$ cat config.mk
export PLATFORM = sky130hd
export DESIGN_NAME = rf_wb_arbiter
export DESIGN_NICKNAME = d
export VERILOG_FILES = /design/src/rtl/rf_ctrl_pkg.sv /design/src/rtl/wb_fifo.sv /design/src/rtl/rf_wb_arbiter.sv
export SDC_FILE = /design/constraint.sdc
export NUM_CORES = 1
export LEC_CHECK = 0
export ABC_AREA = 1
export BUFFER_PORTS_ARGS = -buffer_cell sky130_fd_sc_hd__buf_2
export CAP_MARGIN = 30
export CORE_MARGIN = 4
export CORE_UTILIZATION = 30
export CTS_CLUSTER_SIZE = 14
export DETAILED_ROUTE_END_ITERATION = 10
export GPL_ROUTABILITY_DRIVEN = 0
export PLACE_DENSITY = 0.48
export SLEW_MARGIN = 40
export SYNTH_ARGS = -nofsm -noshare
export SYNTH_HDL_FRONTEND = slang
export SYNTH_SLANG_ARGS = --single-unit
$ cat constraint.sdc
create_clock -name clk -period 6.2 [get_ports clk]
set_input_delay 1.24 -clock clk [delete_from_list [all_inputs] [get_ports clk]]
set_output_delay 1.24 -clock clk [all_outputs]
set_load 0.05 [all_outputs]
$ cat src/rtl/rf_ctrl_pkg.sv
// Shared widths and the buffered writeback entry type for the register file write-port control.
package rf_ctrl_pkg;

  localparam int unsigned REG_AW = 5;
  localparam int unsigned XLEN   = 32;

  typedef struct packed {
    logic [REG_AW-1:0] rd;
    logic [XLEN-1:0]   wd;
  } wb_entry_t;

endpackage

$ cat src/rtl/wb_fifo.sv
// Small FIFO holding multi-cycle results until the register file write port is free.
module wb_fifo
  import rf_ctrl_pkg::*;
#(
  parameter int unsigned DEPTH   = 2,
  parameter type         entry_t = wb_entry_t
) (
  input  logic   clk,
  input  logic   rst,
  input  logic   push,
  input  entry_t wdata,
  input  logic   pop,
  output entry_t head,
  output logic   full,
  output logic   empty
);

  localparam int unsigned PtrW = (DEPTH > 1) ? $clog2(DEPTH) : 1;
  localparam int unsigned CntW = $clog2(DEPTH + 1);

  entry_t          mem_q [DEPTH];
  logic [PtrW-1:0] rd_ptr_q, wr_ptr_q;
  logic [CntW-1:0] count_q;
  logic            do_push, do_pop;

  assign full    = (count_q == CntW'(DEPTH));
  assign empty   = (count_q == '0);
  assign head    = mem_q[rd_ptr_q];
  assign do_push = push && !full;
  assign do_pop  = pop && !empty;

  // DEPTH is a power of two, so pointers wrap by natural overflow.
  always_ff @(posedge clk) begin
    if (rst) begin
      rd_ptr_q <= '0;
      wr_ptr_q <= '0;
      count_q  <= '0;
    end else begin
      if (do_push) wr_ptr_q <= wr_ptr_q + PtrW'(1);
      if (do_pop)  rd_ptr_q <= rd_ptr_q + PtrW'(1);
      unique case ({do_push, do_pop})
        2'b10:   count_q <= count_q + CntW'(1);
        2'b01:   count_q <= count_q - CntW'(1);
        default: count_q <= count_q;
      endcase
    end
  end

  always_ff @(posedge clk) begin
    if (do_push) mem_q[wr_ptr_q] <= wdata;
  end

endmodule

$ cat src/rtl/rf_wb_arbiter.sv
// Register file write-port arbiter: in-order writeback wins, buffered multi-cycle results drain
// when the port is idle, and a scoreboard of in-flight long-latency destinations drives stall.
module rf_wb_arbiter #(
  parameter int unsigned DEPTH = 2,
  parameter int unsigned XLEN  = 32
) (
  input  logic            clk,
  input  logic            rst,
  input  logic            wb_we,
  input  logic [4:0]      wb_rd,
  input  logic [XLEN-1:0] wb_wd,
  input  logic            mu_valid,
  output logic            mu_ready,
  input  logic [4:0]      mu_rd,
  input  logic [XLEN-1:0] mu_wd,
  input  logic            id_we,
  input  logic            id_long,
  input  logic [4:0]      id_rd,
  input  logic [4:0]      rs1,
  input  logic [4:0]      rs2,
  output logic            stall,
  output logic            rf_we,
  output logic [4:0]      rf_a3,
  output logic [XLEN-1:0] rf_wd,
  output logic            busy
);

  import rf_ctrl_pkg::*;

  logic [31:0] pend_q, pend_d;
  wb_entry_t   head, mu_entry;
  logic        full, empty;
  logic        wb_eff, deq, enq, hazard, sb_set;

  // Everything is gated by rst so queued entries are dropped without a write.
  assign wb_eff   = !rst && wb_we && (wb_rd != '0);
  assign deq      = !rst && !wb_eff && !empty;
  assign mu_ready = !rst && !full;
  assign enq      = mu_valid && mu_ready;
  assign mu_entry = '{rd: mu_rd, wd: mu_wd};

  wb_fifo #(
    .DEPTH   (DEPTH),
    .entry_t (wb_entry_t)
  ) u_fifo (
    .clk   (clk),
    .rst   (rst),
    .push  (enq),
    .wdata (mu_entry),
    .pop   (deq),
    .head  (head),
    .full  (full),
    .empty (empty)
  );

  always_comb begin
    rf_we = 1'b0;
    rf_a3 = '0;
    rf_wd = '0;
    if (wb_eff) begin
      rf_we = 1'b1;
      rf_a3 = wb_rd;
      rf_wd = wb_wd;
    end else if (deq) begin
      rf_we = (head.rd != '0);
      rf_a3 = head.rd;
      rf_wd = head.wd;
    end
  end

  assign hazard = ((rs1 != '0) && pend_q[rs1]) ||
                  ((rs2 != '0) && pend_q[rs2]) ||
                  (id_we && (id_rd != '0) && pend_q[id_rd]);
  assign stall  = !rst && hazard;
  assign sb_set = id_we && id_long && (id_rd != '0) && !stall;
  assign busy   = !rst && (!empty || (pend_q != '0));

  // A set needs the bit clear and a clear needs it set, so they never collide.
  always_comb begin
    pend_d = pend_q;
    if (deq)    pend_d[head.rd] = 1'b0;
    if (sb_set) pend_d[id_rd]   = 1'b1;
    pend_d[0] = 1'b0;
  end

  always_ff @(posedge clk) begin
    if (rst) pend_q <= '0;
    else     pend_q <= pend_d;
  end

endmodule

After elaboration in Yosys (flattened, before gate mapping)
Memories as Yosys holds them, arrays and structs flattened. A register that Yosys moved wholly into a read port is not among the register bits.
Cells that the tools add are included.
- register bits: 36
- memory bits (writable): 74
- bits of input ports: 95
- output and inout port bits: 41
- memories kept: 1
- $add $sub $neg: 4
- order comparisons: 6
- equal/unequal tests: 3
- muxes and demuxes: 23
- bitwise gates (word level): 3
- reductions and logical operators: 35
- memory list (memory ; words ; bits a word ; rd ports ; clocked after memory_dff ; wr ports ; line ; source):
    u_fifo.mem_q ; 2 ; 37 ; 1 ; 1 ; 1 ; wb_fifo.sv:21 ; entry_t mem_q [DEPTH];
- operator list (cell ; number):
    $mux 32 ; 4
    $and 32x32->32 ; 1
    $not 32->32 ; 1
    $or 32x32->32 ; 1
    $reduce_bool 32->1 ; 1
    $reduce_bool 5->1 ; 5
    $lt 5x6->1 const B ; 4
    $logic_and 1x1->1 ; 19
    $bmux 1 s5 ; 3
    $mux 1 ; 11
    $demux 1 s5 ; 2
    $ge 5x1->1 const B ; 2
    $mux 5 ; 2
    $logic_not 1->1 ; 5
    $eq 2x2->1 const B ; 2
    $pmux 2 s2 ; 1
    $logic_or 1x1->1 ; 3
    $add 1x1->1 const B ; 2
    $add 2x1->2 const B ; 1
    $eq 2x1->1 const B ; 1
    $logic_not 2->1 ; 1
    $reduce_bool 2->1 ; 1
    $sub 2x1->2 const B ; 1

Logic depth before layout (Yosys ltp)
Gate-level depths: netlist of the first run.
- depth after elaboration: 9
- depth in mapped cells: 18
- gate-level depth less buffers: 16

Modules after synthesis
Synthesis of the first run repeated with hierarchy kept, for this count alone.
- cells, all modules: 677
- area, all modules: 6272.3 um^2
- by module, submodules not included (module ; times used ; cells an instance ; area an instance (um^2)):
    rf_wb_arbiter ; 1 ; 522 ; 3204.3
    wb_fifo ; 1 ; 155 ; 3067.9

Least setup slack after synthesis of the first run
OpenSTA, ideal clock, no wires.
- kind: input to register
- start: input port rst
- end: memory u_fifo.mem_q[0][0] (netlist bit) (enable)
- setup time: 0.431 ns
- data arrival time: 4.122 ns
- setup slack: 1.647 ns
- cell stages on the path: 4
- path buffers: 1
- path through: clkbuf_1 -> a21oi_1 -> nand2_1 -> nor2_1
- word-level cells in the longest chain between the ends: 6
- RTL lines (element ; line ; source):
    from (decl) ; rf_wb_arbiter.sv:8 ; input logic rst,
    $logic_not 1->1 ; rf_wb_arbiter.sv:38 ; assign mu_ready = !rst && !full;
    $logic_and 1x1->1 ; rf_wb_arbiter.sv:38 ;
    named net mu_ready ; rf_wb_arbiter.sv:13 ; output logic mu_ready,
    $logic_and 1x1->1 ; rf_wb_arbiter.sv:39 ; assign enq = mu_valid && mu_ready;
    $logic_and 1x1->1 ; wb_fifo.sv:29 ; assign do_push = push && !full;
    $mux 1 ; wb_fifo.sv:50 ; if (do_push) mem_q[wr_ptr_q] <= wdata;
    $mux 1 (implied by the code) ; wb_fifo.sv:50 ;
    to (decl) ; wb_fifo.sv:21 ;
The timed path passes the listed nets, and every way through them passes these cells.

Worst setup path after layout of the first run
- start: input port rst
- end: output port rf_a3[1]
- word-level cells in the longest chain between the ends: 8
- RTL lines (element ; line ; source):
    $logic_not 1->1 * ; rf_wb_arbiter.sv:36, rf_wb_arbiter.sv:37 ;
    $logic_and 1x1->1 (2 in a row) ; rf_wb_arbiter.sv:36 ; assign wb_eff = !rst && wb_we && (wb_rd != '0);
    $logic_not 1->1 ; rf_wb_arbiter.sv:37 ; assign deq = !rst && !wb_eff && !empty;
    $logic_and 1x1->1 (2 in a row) ; rf_wb_arbiter.sv:37 ;
    $mux 5 ; rf_wb_arbiter.sv:64 ; end else if (deq) begin
    $mux 5 * ; rf_wb_arbiter.sv:60 ; if (wb_eff) begin
    to (decl) ; rf_wb_arbiter.sv:23 ; output logic [4:0] rf_a3,
Every way passes the cells marked *; elsewhere a longest branch is shown, timed or not.

==> results of run 1 <==
==> power groups by stage <==
| stage | sequential, mW | clock [mW] | combinational (mW) |
|---|---|---|---|
| after detailed placement | 0.844 | 0 | 0.336 |
| after CTS | 0.828 | 0.614 | 0.337 |
| after global placement | 0.843 | 0 | 0.333 |
| final | 0.827 | 0.598 | 0.335 |
| after global routing | 0.830 | 0.638 | 0.363 |
| after floorplan | 0.832 | 0 | 0.248 |
==> cell usage in the layout, fill, tap and decap left out, types with 2 or more instances in the layout <==
cell	n
nand2_2	2
clkbuf_16	9
o22ai_1	3
clkinv_4	2
edfxtp_1	74
nand3_1	78
inv_2	2
buf_2	135
o21ai_0	45
o41ai_1	2
nor4_1	3
a32o_1	32
inv_6	3
buf_4	5
nor2_4	2
a21oi_1	49
mux2_2	32
a22oi_1	4
nor2_2	2
inv_1	68
nand4_1	5
nand2_1	129
nor3_1	13
nor2_1	57
dfxtp_1	35
==> cell usage after synthesis <==
master	instances	area share
nor2_1	60	0.038
nor4_1	3	0.0032
nand3_1	78	0.067
buf_1	1	0.00064
and3_1	1	0.0011
clkbuf_1	16	0.010
nor2_2	1	0.0011
a32o_1	32	0.055
inv_2	1	0.00064
a21oi_1	49	0.042
a31oi_1	1	0.0011
o41ai_1	2	0.0030
o21ai_0	46	0.039
mux2_2	32	0.061
buf_2	8	0.0068
ha_1	1	0.0021
nand4_1	5	0.0053
dfxtp_1	36	0.12
o22ai_1	3	0.0032
o211ai_1	1	0.0013
inv_1	69	0.044
nor3_1	13	0.011
buf_6	3	0.0058
a22oi_1	4	0.0051
nand2_1	129	0.083
buf_4	4	0.0051
edfxtp_1	74	0.38
nand2_2	2	0.0021
==> flip-flops by register name, indices dropped and copies added, names as in the netlist, named ones only <==
signal,flops
u_fifo.mem_q,74
u_fifo.count_q,2
pend_q,31
u_fifo.wr_ptr_q,1
u_fifo.rd_ptr_q,1
==> stage by stage <==
step | cells | power [mW]
after CTS | 1059 | 1.78
after global placement | 1043 | 1.18
final | 1059 | 1.76
after global routing | 1059 | 1.83
after detailed placement | 1043 | 1.18
after floorplan | 675 | 1.08
==> kinds of logic after synthesis <==
family          Yosys count
simple gates            292
compound gates          138
flops                   110
buf+inv                 102
mux                      32
fa+ha+maj                 1
==> layout make-up <==
cell class              instances  share of cell area
flip-flops and latches        110               0.417
multi-input cells             463               0.355
repair buffers                140               0.101
well taps                     260              0.0461
inverters                      70              0.0372
clock buffers                   9              0.0319
clock inverters                 7              0.0112
==> worst min-delay path by stage <==
stage	start	end	slack (ns)	cells past startpoint
2_1_floorplan	u_fifo.rd_ptr_q	register	0.43	1
3_3_place_gp	u_fifo.rd_ptr_q	register	0.43	1
3_5_place_dp	u_fifo.rd_ptr_q	register	0.44	1
4_1_cts	u_fifo.rd_ptr_q	register	0.46	1
5_1_grt	u_fifo.rd_ptr_q	u_fifo.rd_ptr_q	0.49	1
6_report	u_fifo.rd_ptr_q	register	0.45	1
==> routing by layer <==
metal	vias to the layer above	global-route usage	part of all wire
met3	47	0.0356	0.078
li1	2608	-	-
met4	4	0.0876	0.039
met1	2538	0.212	0.44
met5	-	0	0.0013
met2	257	0.251	0.45
==> impl_metrics.json, run 1 <==
{
  "outcome": "complete, no violations",
  "multi_input_area_um2": 2510,
  "p_sw_frac": 0.302,
  "whs_ns": 0.455,
  "start_kind": "input port",
  "power.density_nw_per_um2": 249,
  "first_iter_violations": 400,
  "worstMarginPinSlew_ns": 0.682,
  "synthXorXnorAreaFrac": 0,
  "cpPeakStageDelay_ns": 0.53,
  "synth_nets": 771,
  "hold_viol": 0,
  "fin_tns_setup_ns": 0,
  "ys_ff_latch": 110,
  "fp.dieW_um": 148,
  "grt_pass1_vias": 5359,
  "hold_buffers": 0,
  "muxShareOfSynthArea": 0.0615,
  "clockRootBuffer": "clkbuf_16",
  "clock_latency_ns": 0.35,
  "layout_setup_ws_ns": 1.38,
  "syn_inst": 675,
  "r2r_slack_ns": 3.94,
  "grt_overflow": 0,
  "area_growth_pct": 20.4,
  "grt_start_max_net_pins": 43,
  "ant_nets": 0,
  "period_share": 0.778,
  "finalWirelength_mm": 18.1,
  "crit_start": "rst",
  "crit_type": "in -> out",
  "rr_endpoint": "pend_q[26]",
  "htree_num_levels": 3,
  "seqPwrFrac": 0.470,
  "fin_area_um2": 7060,
  "vias_per_cell": 5.15,
  "path_delay_family": "buffers and inverters",
  "maxCapViolations": 0,
  "slew_headroom": 0.545,
  "cp-endpoint": "rf_a3[1]",
  "cts_tree": "done",
  "synth-compound-area-share": 0.149,
  "layout.nets": 890,
  "final-setup-viol-count": 0,
  "cp.required_ns": 4.96,
  "synth_area_per_cell_um2": 8.68,
  "numPortBuffers": 135,
  "dpl_cell_area_um2": 6750,
  "synth_cell_types": 28,
  "internal_power_mw": 1.23,
  "yosys_warnings": 0,
  "row_count": 50,
  "cts_num_sinks": 110,
  "io_pins": 136,
  "cp_max_fo": 38,
  "pwr-share-clk": 0.340,
  "synth_fa_ha_area_frac": 0.00213,
  "finClkSkew_ns": 0.0108,
  "timing.final.max_slew_violations": 0,
  "path_clk_slew_ns": 0.07,
  "clock.fmax_ghz": 0.207,
  "pre_cts_slack_ns": 1.35,
  "grt_setup_unrepaired": "false",
  "worstPathCellList": "buf_2 -> nor2_2 -> buf_4 -> nand2_1 -> nand2_1 -> nor2_2 -> buf_4 -> inv_1 -> o21ai_0 -> buf_2",
  "drive_gt1_frac": 0.247,
  "timing.final.crit_period_ns": 4.82,
  "p_leak_nw": 2.85,
  "cts_buffers": 9,
  "crit_slowest_cell": "buf_2",
  "first_pass_iters": 5,
  "synth_seq_area_share": 0.502,
  "p_comb_frac": 0.190,
  "cp.depth": 10,
  "p_sw_mw": 0.531,
  "routedWlPerCell_um": 17.1,
  "ir_drop_v": 0.000122,
  "dp_hpwl_mm": 12.8,
  "core_area_um2": 19000,
  "regArea_um2": 2950,
  "holdCritPathClass": "reg -> reg",
  "synth-simple-area-share": 0.212,
  "start_util": 0.309,
  "arrival_ns": 3.58,
  "antenna_found_initial": 2,
  "crit_buf_inv": 5,
  "drc_errors": 0,
  "cts_setup_buffers": 0,
  "synth_top_family_by_area": "simple AND/OR/NAND/NOR gates",
  "die_y_um": 148,
  "cts-resized-gates": 0,
  "r2r-start": "pend_q[3]",
  "num_vias": 5454,
  "grt_pass1_wl_mm": 28.1,
  "cts_buffer_depth": 2,
  "num_antenna_cells": 0,
  "fin_util": 0.372,
  "fillers": 1977,
  "netlist_area_um2": 5860,
  "ff2ff_path_depth": 15,
  "endpoint_kind": "output pin",
  "grt_use_total": 0.162,
  "die_area_um2": 21800
}
Note: power is estimated with default switching activity, not from simulation.
==> inputs of run 2 (changes only) <==
Settings changed: PLACE_DENSITY 0.48 to 0.49.
Clock period 6.2 ns to 3.9 ns, I/O delays scaled along.
==> impl_metrics.json, run 2 (synthesis results as in run 1) <==
{
  "numPortBuffers": 135,
  "fin_util": 0.376,
  "whs_ns": 0.446,
  "cts_setup_buffers": 0,
  "cts_buffer_depth": 2,
  "maxCapViolations": 0,
  "htree_num_levels": 3,
  "start_util": 0.309,
  "clock.fmax_ghz": 0.307,
  "drive_gt1_frac": 0.252,
  "fp.dieW_um": 148,
  "grt_use_total": 0.160,
  "row_count": 50,
  "fin_tns_setup_ns": 0,
  "clockRootBuffer": "clkbuf_16",
  "num_vias": 5339,
  "first_pass_iters": 5,
  "final-setup-viol-count": 0,
  "die_area_um2": 21800,
  "die_y_um": 148,
  "start_kind": "input port",
  "ant_nets": 0,
  "clock_latency_ns": 0.35,
  "period_share": 0.834,
  "endpoint_kind": "output pin",
  "min_path_cells": 1,
  "num_antenna_cells": 0,
  "final_cell_mix": "buf_2, nand2_1, nand3_1",
  "timing.final.max_slew_violations": 0,
  "cts_num_sinks": 110,
  "cp_max_fo": 13,
  "fin_total_pwr_mw": 2.88,
  "drc_errors": 0,
  "p_leak_nw": 2.89,
  "slew_headroom": 0.543,
  "crit_type": "in -> out",
  "largest_reg_flops": 74,
  "top_regs": "u_fifo.mem_q (74), pend_q (31), u_fifo.count_q (2)",
  "dp_hpwl_mm": 12.8,
  "grt_pass1_wl_mm": 27.6,
  "arrival_ns": 2.47,
  "first_iter_violations": 394,
  "layout_setup_ws_ns": 0.646,
  "cp.required_ns": 3.12,
  "routedWlPerCell_um": 16.5,
  "regMostFlops": "u_fifo.mem_q",
  "cts_buffers": 9,
  "grt_setup_unrepaired": "false",
  "ir_drop_v": 0.000204,
  "worstMarginPinSlew_ns": 0.678,
  "path_clk_slew_ns": 0.08,
  "layout.nets": 897,
  "power.density_nw_per_um2": 403,
  "pre_cts_slack_ns": 0.643,
  "vias_per_cell": 5.01,
  "hold_buffers": 0,
  "grt_start_max_net_pins": 39,
  "outcome": "complete, no violations",
  "core_area_um2": 19000,
  "final_common_cell": "buf_2",
  "grt_overflow": 0,
  "finalWirelength_mm": 17.5,
  "grt_pass1_vias": 5084,
  "timing.final.crit_period_ns": 3.25,
  "cts_tree": "done",
  "hold_viol": 0,
  "antenna_found_initial": 3,
  "area_growth_pct": 21.7,
  "cts-resized-gates": 0,
  "holdCritPathClass": "reg -> reg",
  "io_pins": 136,
  "finClkSkew_ns": 0.00656,
  "ff2ff_path_depth": 6
}
## run 2: worst max-delay path: stages
cell and delay, ns:
buf_2 0.22, inv_1 0.22, nor2_1 0.30, nand2_1 0.08
nand2_1 0.08, nand2_1 0.04, nand2_1 0.06, inv_1 0.03
nand2_1 0.05, nand2_1 0.04, nand2_1 0.05, nor2_1 0.06
nand2_1 0.08, nand2_2 0.06, inv_1 0.05, buf_2 0.25
## run 2: path summary, 6_finish.rpt
check	startpoint	slack [ns]	end
worst max-delay path	rs1[0]	0.65	stall
worst min register to register	u_fifo.rd_ptr_q	0.45	register
worst min-delay path	u_fifo.rd_ptr_q	0.45	register
worst max register to register	register	1.50	pend_q[8]
## run 2: stage by stage
step	cell area [µm²]	cells
CTS	7130	1066
detailed placement	6800	1050
floorplan	5860	675
global route	7130	1066
finish	7130	1066
global placement	6800	1050
## run 2: area by class of cell
cell class / instances / area [µm²]
Sequential cell: 110 / 2940
Clock inverter: 6 / 100
Tap cell: 260 / 325
Timing Repair Buffer: 147 / 766
Inverter: 70 / 263
Fill cell: 1980 / 11800
Multi-Input combinational cell: 463 / 2510
Clock buffer: 10 / 229
## run 2: layer usage
layer / routed length, µm / track usage
met2: 7770 / 0.243
met1: 8010 / 0.227
met5: 40 / 0
met3: 1480 / 0.0405
met4: 239 / 0.0410
## run 2: power by group
group	switching [mW]	internal, mW	leakage (nW)
combinational	0.386	0.169	1.76
clock	0.438	0.578	0.162
sequential	0.0199	1.28	0.970
total	0.844	2.03	2.89
==> inputs of run 3 (changes only) <==
Settings changed: PLACE_DENSITY 0.49 to 0.48.
Clock period 3.9 ns to 3.3 ns, I/O delays scaled along.
==> impl_metrics.json, run 3 (synthesis results as in run 1) <==
{
  "outcome": "complete, no violations",
  "endpoint_kind": "output pin",
  "arrival_ns": 2.31,
  "core_area_um2": 19000,
  "vias_per_cell": 5.05,
  "top_layer_used": "met5",
  "power.density_nw_per_um2": 458,
  "grt_overflow": 0,
  "path_clk_slew_ns": 0.08,
  "rr_endpoint": "pend_q[24]",
  "final-setup-viol-count": 0,
  "drc_errors": 0,
  "drt-met1-wl_mm": 7.72,
  "r2r_slack_ns": 1.10,
  "pre_cts_slack_ns": 0.283,
  "cts_buffer_depth": 2,
  "fin_tns_setup_ns": 0,
  "io_pins": 136,
  "holdCritPathClass": "reg -> reg",
  "layout_setup_ws_ns": 0.326,
  "cp_max_fo": 9,
  "cts_tree": "done",
  "ant_nets": 0,
  "die_area_um2": 21800,
  "fillers": 1975,
  "ff2ff_path_depth": 6,
  "drive_gt1_frac": 0.254,
  "finClkSkew_ns": 0.0122,
  "numPortBuffers": 135,
  "first_iter_violations": 373,
  "timing.final.crit_period_ns": 2.97,
  "antenna_found_initial": 1,
  "min_path_cells": 1,
  "fin_total_pwr_mw": 3.26,
  "wl_met2_mm": 7.99,
  "p_leak_nw": 2.87,
  "cts_buffers": 9,
  "dpl_cell_area_um2": 6820,
  "dp_hpwl_mm": 13.0,
  "grt_pass1_vias": 5251,
  "clock.fmax_ghz": 0.336,
  "start_kind": "input port",
  "start_util": 0.309,
  "row_count": 50,
  "fp.dieW_um": 148,
  "grt_setup_unrepaired": "false",
  "num_vias": 5384,
  "first_pass_iters": 5,
  "wl_met3_mm": 1.33,
  "crit_type": "in -> out",
  "period_share": 0.901,
  "finalWirelength_mm": 17.6,
  "hold_viol": 0,
  "whs_ns": 0.468,
  "num_antenna_cells": 0,
  "worstMarginPinSlew_ns": 0.682,
  "grt_use_total": 0.160,
  "top_regs": "u_fifo.mem_q (74), pend_q (31), u_fifo.count_q (2)",
  "die_y_um": 148,
  "largest_reg_flops": 74,
  "min-delay-start": "u_fifo.rd_ptr_q",
  "cp.required_ns": 2.64,
  "slew_headroom": 0.541,
  "clockRootBuffer": "clkbuf_16",
  "final_common_cell": "buf_2",
  "cts_setup_buffers": 0,
  "regMostFlops": "u_fifo.mem_q",
  "final_cell_mix": "buf_2, nand2_1, nand3_1",
  "grt_pass1_wl_mm": 27.8,
  "fin_area_um2": 7120,
  "clock_latency_ns": 0.35,
  "htree_num_levels": 3,
  "area_growth_pct": 21.4,
  "cts_num_sinks": 110,
  "layout.nets": 898,
  "routedWlPerCell_um": 16.5,
  "timing.final.max_slew_violations": 0,
  "maxCapViolations": 0,
  "ir_drop_v": 0.000239,
  "grt_start_max_net_pins": 38
}
==> run 3: cell types whose count changed in the layout (fill, tap and decap cells not counted), sizes merged <==
cell	before	now
clkinv	0	1
buf	147	148
clkinvlp	0	2
bufinv	2	0
inv	74	73
==> run 3: how the worst max path moves through the flow <==
| stage | from | endpoint | slack [ns] | depth (start not counted) |
|---|---|---|---|---|
| 4_1_cts | rs1[0] | stall | 0.27 | 16 |
| 2_1_floorplan | rst | u_fifo.mem_q[1][0] | -0.1 | 4 |
| 6_report | wb_rd[2] | rf_a3[0] | 0.33 | 9 |
| 5_1_grt | rs1[0] | stall | 0.09 | 16 |
| 3_3_place_gp | rs1[0] | stall | 0.34 | 16 |
| 3_5_place_dp | rs1[0] | stall | 0.28 | 16 |
==> run 3: critical path: stages <==
cell	delay, ns
buf_2	0.10
nor3_1	0.19
nand3_1	0.11
nand2_1	0.14
nand2_1	0.08
nor2_2	0.30
inv_1	0.23
o21ai_0	0.21
buf_2	0.29
==> run 3: report_power, final <==
group          switching [mW]  internal, mW  leakage, nW
registers              0.0182          1.52        0.970
logic                   0.458         0.203         1.77
clock network           0.531         0.533        0.136
==> run 3: timing repair <==
item | 4_1_cts | 5_1_grt
endpoints found under the setup margin | 0 | 1
hold buffers | 0 | 0
gates resized for setup | 0 | 1
==> run 3: area by class of cell <==
| cell class | instances | area [µm²] | area share |
|---|---|---|---|
| well taps | 260 | 325 | 0.0457 |
| inverters | 70 | 263 | 0.0369 |
| flip-flops and latches | 110 | 2940 | 0.414 |
| multi-input cells | 463 | 2510 | 0.352 |
| clock inverters | 6 | 62.6 | 0.00879 |
| repair buffers | 148 | 786 | 0.110 |
| clock buffers | 10 | 229 | 0.0322 |
==> run 3: metal layers <==
metal | vias up | global-route usage
li1 | 2627 | -
met1 | 2481 | 0.209
met2 | 232 | 0.253
met3 | 42 | 0.0377
met4 | 2 | 0.0685
met5 | - | 0
==> run 3: stage by stage <==
step,util,cells
floorplan,-,675
global placement,0.360,1051
detailed placement,0.360,1051
CTS,0.375,1067
global route,0.376,1067
finish,0.376,1067
